[src/rtl/demux_scheduler.sv]
// demux_scheduler: single-word holding register that routes each accepted
// source word to one of eight sink channels, either round-robin over the
// enabled channels or to an explicitly addressed channel.
module demux_scheduler #(
    parameter int DW = 8
) (
    input  logic          clk,
    input  logic          rst_n,
    input  logic          in_valid,
    input  logic [DW-1:0] in_data,
    output logic          in_ready,
    input  logic          mode,
    input  logic [2:0]    in_sel,
    input  logic [7:0]    ch_en,
    output logic [7:0]    out_valid,
    output logic [DW-1:0] out_data,
    input  logic [7:0]    out_ready,
    output logic [2:0]    sel_q,
    output logic          drop
);

    typedef enum logic {
        IDLE = 1'b0,
        HOLD = 1'b1
    } state_t;

    state_t        state_r;
    logic [2:0]    rr_ptr_r;
    logic [2:0]    sel_q_r;
    logic [DW-1:0] out_data_r;
    logic [7:0]    out_valid_r;
    logic          drop_r;

    logic [2:0]    rr_tgt_s;
    logic [2:0]    tgt_s;
    logic          tgt_en_s;
    logic          room_s;
    logic          done_s;
    logic          in_ready_s;
    logic          accept_s;

    // First enabled channel at or above ptr, wrapping modulo 8.
    function automatic logic [2:0] rr_pick(input logic [2:0] ptr, input logic [7:0] en);
        logic [2:0] pick;
        logic [2:0] idx;
        pick = ptr;
        // Walk offsets from farthest to nearest so the nearest enabled wins.
        for (int i = 7; i >= 0; i--) begin
            idx = ptr + 3'(i);
            if (en[idx]) begin
                pick = idx;
            end else begin
                pick = pick;
            end
        end
        return pick;
    endfunction

    function automatic logic [7:0] onehot8(input logic [2:0] idx);
        return 8'h01 << idx;
    endfunction

    // Target selection, completion and handshake decode.
    always_comb begin
        rr_tgt_s = rr_pick(rr_ptr_r, ch_en);
        if (mode) begin
            tgt_s = in_sel;
        end else begin
            tgt_s = rr_tgt_s;
        end
        tgt_en_s = ch_en[tgt_s];
        case (state_r)
            IDLE:    room_s = 1'b1;
            HOLD:    room_s = out_ready[sel_q_r];
            default: room_s = 1'b0;
        endcase
        done_s     = (state_r == HOLD) && out_ready[sel_q_r];
        in_ready_s = room_s && (mode || (ch_en != 8'h00));
        accept_s   = in_valid && in_ready_s;
    end

    // Holding register, routing state and round-robin pointer.
    always_ff @(posedge clk or negedge rst_n) begin
        if (!rst_n) begin
            state_r     <= IDLE;
            rr_ptr_r    <= 3'd0;
            sel_q_r     <= 3'd0;
            out_data_r  <= '0;
            out_valid_r <= 8'h00;
            drop_r      <= 1'b0;
        end else begin
            drop_r <= 1'b0;
            if (accept_s) begin
                if (tgt_en_s) begin
                    out_data_r  <= in_data;
                    sel_q_r     <= tgt_s;
                    state_r     <= HOLD;
                    out_valid_r <= onehot8(tgt_s);
                end else begin
                    // Addressed word to a disabled channel is consumed and reported.
                    drop_r      <= 1'b1;
                    state_r     <= IDLE;
                    out_valid_r <= 8'h00;
                end
                if (!mode) begin
                    rr_ptr_r <= tgt_s + 3'd1;
                end else begin
                    rr_ptr_r <= rr_ptr_r;
                end
            end else if (done_s) begin
                state_r     <= IDLE;
                out_valid_r <= 8'h00;
            end else begin
                state_r     <= state_r;
                out_valid_r <= out_valid_r;
            end
        end
    end

    assign in_ready  = in_ready_s;
    assign out_valid = out_valid_r;
    assign out_data  = out_data_r;
    assign sel_q     = sel_q_r;
    assign drop      = drop_r;

endmodule
[config.mk]
export PLATFORM = sky130hd
export DESIGN_NAME = demux_scheduler
export DESIGN_NICKNAME = d
export VERILOG_FILES = /design/src/rtl/demux_scheduler.sv
export SDC_FILE = /design/constraint.sdc
export NUM_CORES = 1
export LEC_CHECK = 0
export ABC_AREA = 1
export BUFFER_PORTS_ARGS = -buffer_cell sky130_fd_sc_hd__buf_4
export CORE_AREA = 3 3 69 71
export DETAILED_ROUTE_END_ITERATION = 8
export DIE_AREA = 0 0 72 74
export PLACE_DENSITY = 0.74
export SETUP_SLACK_MARGIN = 0.05
export SLEW_MARGIN = 20
export SYNTH_ARGS = -nofsm -noshare
export SYNTH_HDL_FRONTEND = slang
export SYNTH_SLANG_ARGS = --single-unit
[constraint.sdc]
create_clock -name clk -period 2.7 [get_ports clk]
set_input_delay 0.27 -clock clk [delete_from_list [all_inputs] [get_ports clk]]
set_output_delay 0.27 -clock clk [all_outputs]
set_load 0.01 [all_outputs]
Word-level counts from Yosys, hierarchy flattened
Cells that the tools add are included.

Flip-flop bits (word level): 24. Logic and storage cells: 73. Output and inout bits: 21.

Add/subtract/negate cells: 8. Shift-type cells: 1. Reduce and logical (&&, ||, !) cells: 8. $lt $le $gt $ge: 10. Mux-type cells: 38. Bitwise logic cells: 2.

Operators by type and width (count): less-than comparator 3 x 4 -> 1 bit, second input constant (10); binary-select mux 1 bit (select 3 bit) (10); 2-to-1 mux 3 bit (9); 2-to-1 mux 8 bit (3); 2-to-1 mux 1 bit (15); adder 3 bit, second input constant (4); nonzero test 8 bit (1); << shifter 1 x 3 -> 8 bit, first input constant (1); adder 3 x 1 -> 3 bit, second input constant (2); adder 3 x 2 -> 3 bit, second input constant (2); AND reduction 2 bit (2); logical AND 1 bit (3); NOT 1 bit (2); one-hot mux 1 bit (2 select lines) (1); nonzero test 2 bit (1); logical OR 1 bit (1).

Longest topological paths before layout
Word-level depth: 16. Mapped depth: 27.

Worst setup path after synthesis
Ideal clock, no wire load.

Path type: register to register. Start point: register rr_ptr_r[1]. End point: register sel_q_r[0], in the netlist sel_q[0]. Arrival time: 2528 ps. Required time: 2583 ps. Path buffers: 2. Stages on the path, launching flop included: 26. Slack: 55 ps. Path through: dfrtp_1 -> inv_2 -> buf_6 -> ha_1 -> inv_2 -> nand3_1 -> nand3_2 -> nand2_1 -> nand2_1 -> nand2_1 -> nand2_1 -> nand2_1 -> nand2_1 -> nand2_2 -> nand2_1 -> nand2_1 -> nand3_2 -> nand3_1 -> nand2_1 -> nand2_1 -> nand2_1 -> nand2_2 -> nand3_4 -> buf_8 -> nand2_2 -> nand2_1.

Cells in the longest elaborated chain, start to end: 15. Elaborated cells between the ends (all ways): 35.

RTL lines: start, declared (RTL line 28) `logic [2:0] rr_ptr_r;`; start signal, assigned (RTL line 106) `rr_ptr_r <= tgt_s + 3'd1;`; start signal, assigned (RTL line 108) `rr_ptr_r <= rr_ptr_r;`; adder 3 bit (RTL line 49) `idx = ptr + 3'(i);`; binary-select mux 1 bit (select 3 bit) (RTL line 50) `if (en[idx]) begin`; 2-to-1 mux 1 bit (not written as such) (RTL line 50); 2-to-1 mux 3 bit (7 in a row) (RTL line 50); 2-to-1 mux 3 bit (*) (RTL line 50); 2-to-1 mux 3 bit (*) (RTL line 66) `if (mode) begin`; binary-select mux 1 bit (select 3 bit) (RTL line 71) `tgt_en_s = ch_en[tgt_s];`; 2-to-1 mux 1 bit (not written as such) (RTL line 71); AND reduction 2 bit (no source line); end signal, assigned (RTL line 96) `sel_q_r <= tgt_s;`; end, declared (RTL line 29) `logic [2:0] sel_q_r;`.

Mark *: on every way between the ends. The rest lies on a longest branch, timed or not. The select of a mux whose other input is x is not followed. A chain may end at the register's enable or synchronous reset.

Final worst setup path
Start point: register rr_ptr_r[1]. End point: register out_data_r[7], in the netlist out_data[7].

Cells in the longest elaborated chain, start to end: 15. Elaborated cells between the ends (all ways): 35.

RTL lines: adder 3 bit (RTL line 49); binary-select mux 1 bit (select 3 bit) (RTL line 50); 2-to-1 mux 1 bit (not written as such) (RTL line 50); 2-to-1 mux 3 bit (7 in a row) (RTL line 50); 2-to-1 mux 3 bit (*) (RTL line 50); 2-to-1 mux 3 bit (*) (RTL line 66); binary-select mux 1 bit (select 3 bit) (*) (RTL line 71); 2-to-1 mux 1 bit (not written as such) (*) (RTL line 71); AND reduction 2 bit (no source line) (*); end signal, assigned (RTL line 95) `out_data_r <= in_data;`; end, declared (RTL line 30) `logic [DW-1:0] out_data_r;`.

Marks and branches as above.

==> impl_metrics.tcl <==
set metrics [dict create \
    coreArea_um2 4294 \
    ys_ff_latch 24 \
    drive_gt1_frac 0.3770 \
    min_path_type "primary input to register" \
    ant_nets 0 \
    grt_overflow 0 \
    track_usage 0.1999 \
    final_common_cell "nand2_1" \
    cts_max_level 1 \
    fmax_mhz 373.0 \
    cp-end-kind "register" \
    skew_ps 5.565 \
    initial_core_util 0.4630 \
    r2r_start "rr_ptr_r[1]" \
    route.detailed.wl_per_inst_um 14.08 \
    reg2reg_depth 23 \
    crit_type "register to register" \
    n_antenna_cell 0 \
    synth_edf_count 0 \
    final_cells 418 \
    setup_viol 0 \
    numCtsBuffers 3 \
    via_count 2255 \
    worst_pin_slew_ps 428.0 \
    synth_top_family_by_area "simple AND/OR/NAND/NOR gates" \
    filler_cell_count 367 \
    drt-pass1-iter-count 4 \
    pwr_density_cell_nw_per_um2 1601 \
    startpoint "rr_ptr_r[1]" \
    area_growth_pct 40.15 \
    drc_errors 0 \
    cp_max_fo 7 \
    synth_area_per_cell_um2 6.605 \
    syn_area_um2 1988 \
    leakage_nw 1.547 \
    gp_congestion 0.9133 \
    dpl.hpwl_mm 4.016 \
    irDropWorstVdd_mv 0.6871 \
    synthFlopType "dfrtp_1" \
    grt_pass1_vias 1987 \
    grt_antenna_before_repair 0 \
    max_cap_viol_count 0 \
    synth_cell_type_count 25 \
    period_minus_slack_ps 2681 \
    synth_fa_ha_area_frac 0.01888 \
    io_pins 52 \
    mostFrequentLayoutCells "97 x nand2_1, 61 x buf_4, 34 x nand3_1" \
    final-hold-violation-count 0 \
    finalPower_mw 4.461 \
    place_ws_ps 28.62 \
    yosys.area_share.simple 0.4984 \
    utilization 0.6489 \
    synth_compound_area_frac 0.05035 \
    rrSetupSlack_ps 20 \
    cts_root_buf "clkbuf_8" \
    row_count 24 \
    fin_ws_ps 18.92 \
    r2r-end "out_data[7]" \
    drtIter0Drc 111 \
    cts.reportedPaths.clkPinSlew_ps 80 \
    endpoint "out_data[7]" \
    relSlewSlack 0.7143 \
    cts_tree "yes" \
    setup_tns_ps 0 \
    cp.arrival_ps 2830 \
    portBuffers 51 \
    synthArstFlopShare 1.000 \
    vias_per_cell 5.395 \
    wl_mm 5.887 \
    nets 401 \
    ys_seq_area_frac 0.3021 \
    cp-start-kind "register" \
    clkSinkCount 24 \
    grt_max_degree 25 \
    synth_nets 335 \
    critPathRequiredTime_ps 2850 \
    drv_slew 0 \
    insertion_delay_ps 260 \
    grt_pass1_wl_mm 8.611 \
    synthXorXnorAreaFrac 0.01636 \
    rsz0062_at_grt "yes" \
    die_x_um 72 \
    status "finished, final reports clean" \
    yosysWarnings 0 \
    synthCells 301 \
    synthMuxAreaShare 0 \
    die_h_um 74 \
    dp.cells 404 \
    finalCritPeriodShare 0.9930 \
    clockBufferDepth 2 \
    dieArea_um2 5328 \
]
-- where the power goes --
part | total (mW) | leakage [nW] | internal (mW) | switching [mW]
clock | 0.242 | 0.0288 | 0.130 | 0.112
sequential | 0.673 | 0.307 | 0.527 | 0.146
combinational | 3.55 | 1.21 | 1.45 | 2.09
total | 4.46 | 1.55 | 2.11 | 2.35
-- synthesized netlist by cell type, types with 2 or more instances --
cell type  instances  area [um2]
nand2_1          109       409.1
nand3_1           42       210.2
inv_1             28       105.1
dfrtp_1           24       600.6
nand4_1           19       118.9
nand2_2           16       100.1
nor2_1            10       37.54
inv_2              8       30.03
nand3_2            8       80.08
o21ai_0            8       40.04
a21oi_1            6       30.03
buf_4              4       30.03
buf_6              3       33.78
ha_1               3       37.54
clkbuf_1           2       7.510
o22ai_1            2       12.51
-- stage by stage --
| step | area (um2) | hold WS (ps) |
|---|---|---|
| final | 2786 | 252.0 |
| after global placement | 2427 | 184.1 |
| after floorplan | 1988 | -25.59 |
| after global routing | 2786 | 252.7 |
| after detailed placement | 2427 | 190.3 |
| after CTS | 2500 | 250.2 |
-- metal layers --
metal	routed length (um)	up-vias	part of all wire	global-route usage
met5	0	-	0	0
met4	130	0	0.022	0.07724
met3	319	18	0.054	0.02973
met2	3033	92	0.52	0.3439
met1	2403	1038	0.41	0.2551
li1	-	1107	-	-
-- registers in the layout, indices dropped and copies added (netlist names) --
register,count
drop,1
out_data,8
out_valid,8
rr_ptr_r,3
sel_q,3
state_r,1
-- critical path, stage by stage (launching register included) --
cell and delay [ps]:
dfrtp_1 400, buf_6 130, ha_2 170, xor2_2 210, inv_1 110, nand3_2 90
nand2_2 70, buf_4 140, a21oi_2 120, nand2_1 60, nand2_1 50, nand2_1 50
nand2_1 50, nand2_1 50, nand2_2 60, nand2_2 70, nand2_4 120, inv_4 50
nand2_2 60, nand2_2 70, nand2_4 140, nand3_4 140, nand2_1 90, nand2_1 60
-- timing repair --
item / 4_1_cts / 5_1_grt
hold buffers: 1 / 0
setup endpoints to repair: 19 / 23
gates resized for setup: 2 / 48
hold endpoints to repair: 24 / 0
buffers inserted: 0 / 6
pin swaps: 0 / 14
cloned: 0 / 3
-- area by class of cell --
type                       instances  area [um2]  share of cell area
inverter                          36       142.6             0.05119
clock buffer                       4       55.05             0.01976
multi-input combinational        231        1331              0.4778
sequential                        24       601.8              0.2160
tap                               52       65.06             0.02335
timing repair buffer              71       590.6              0.2119
-- kinds of logic (layout without fill, tap and decap cells) --
logic type | Yosys count | in the layout
AND/OR/NAND/NOR | 207 | 208
XOR/XNOR | 2 | 2
buffers and inverters | 47 | 111
flip-flops | 24 | 24
AO/OA/AOI/OAI | 18 | 18
adder cells (fa/ha/maj) | 3 | 3
-- worst min-delay path by stage --
stage | start | to | slack, ps | depth (start not counted)
floorplan | rst_n | drop | -30 | 0
global placement | rst_n | sel_q[2] | 180 | 1
detailed placement | rst_n | sel_q[1] | 190 | 1
CTS | in_data[6] | out_data[6] | 250 | 3
global route | in_data[6] | out_data[6] | 250 | 3
finish | in_data[6] | out_data[6] | 250 | 3
Note: power is estimated with default switching activity, not from simulation.
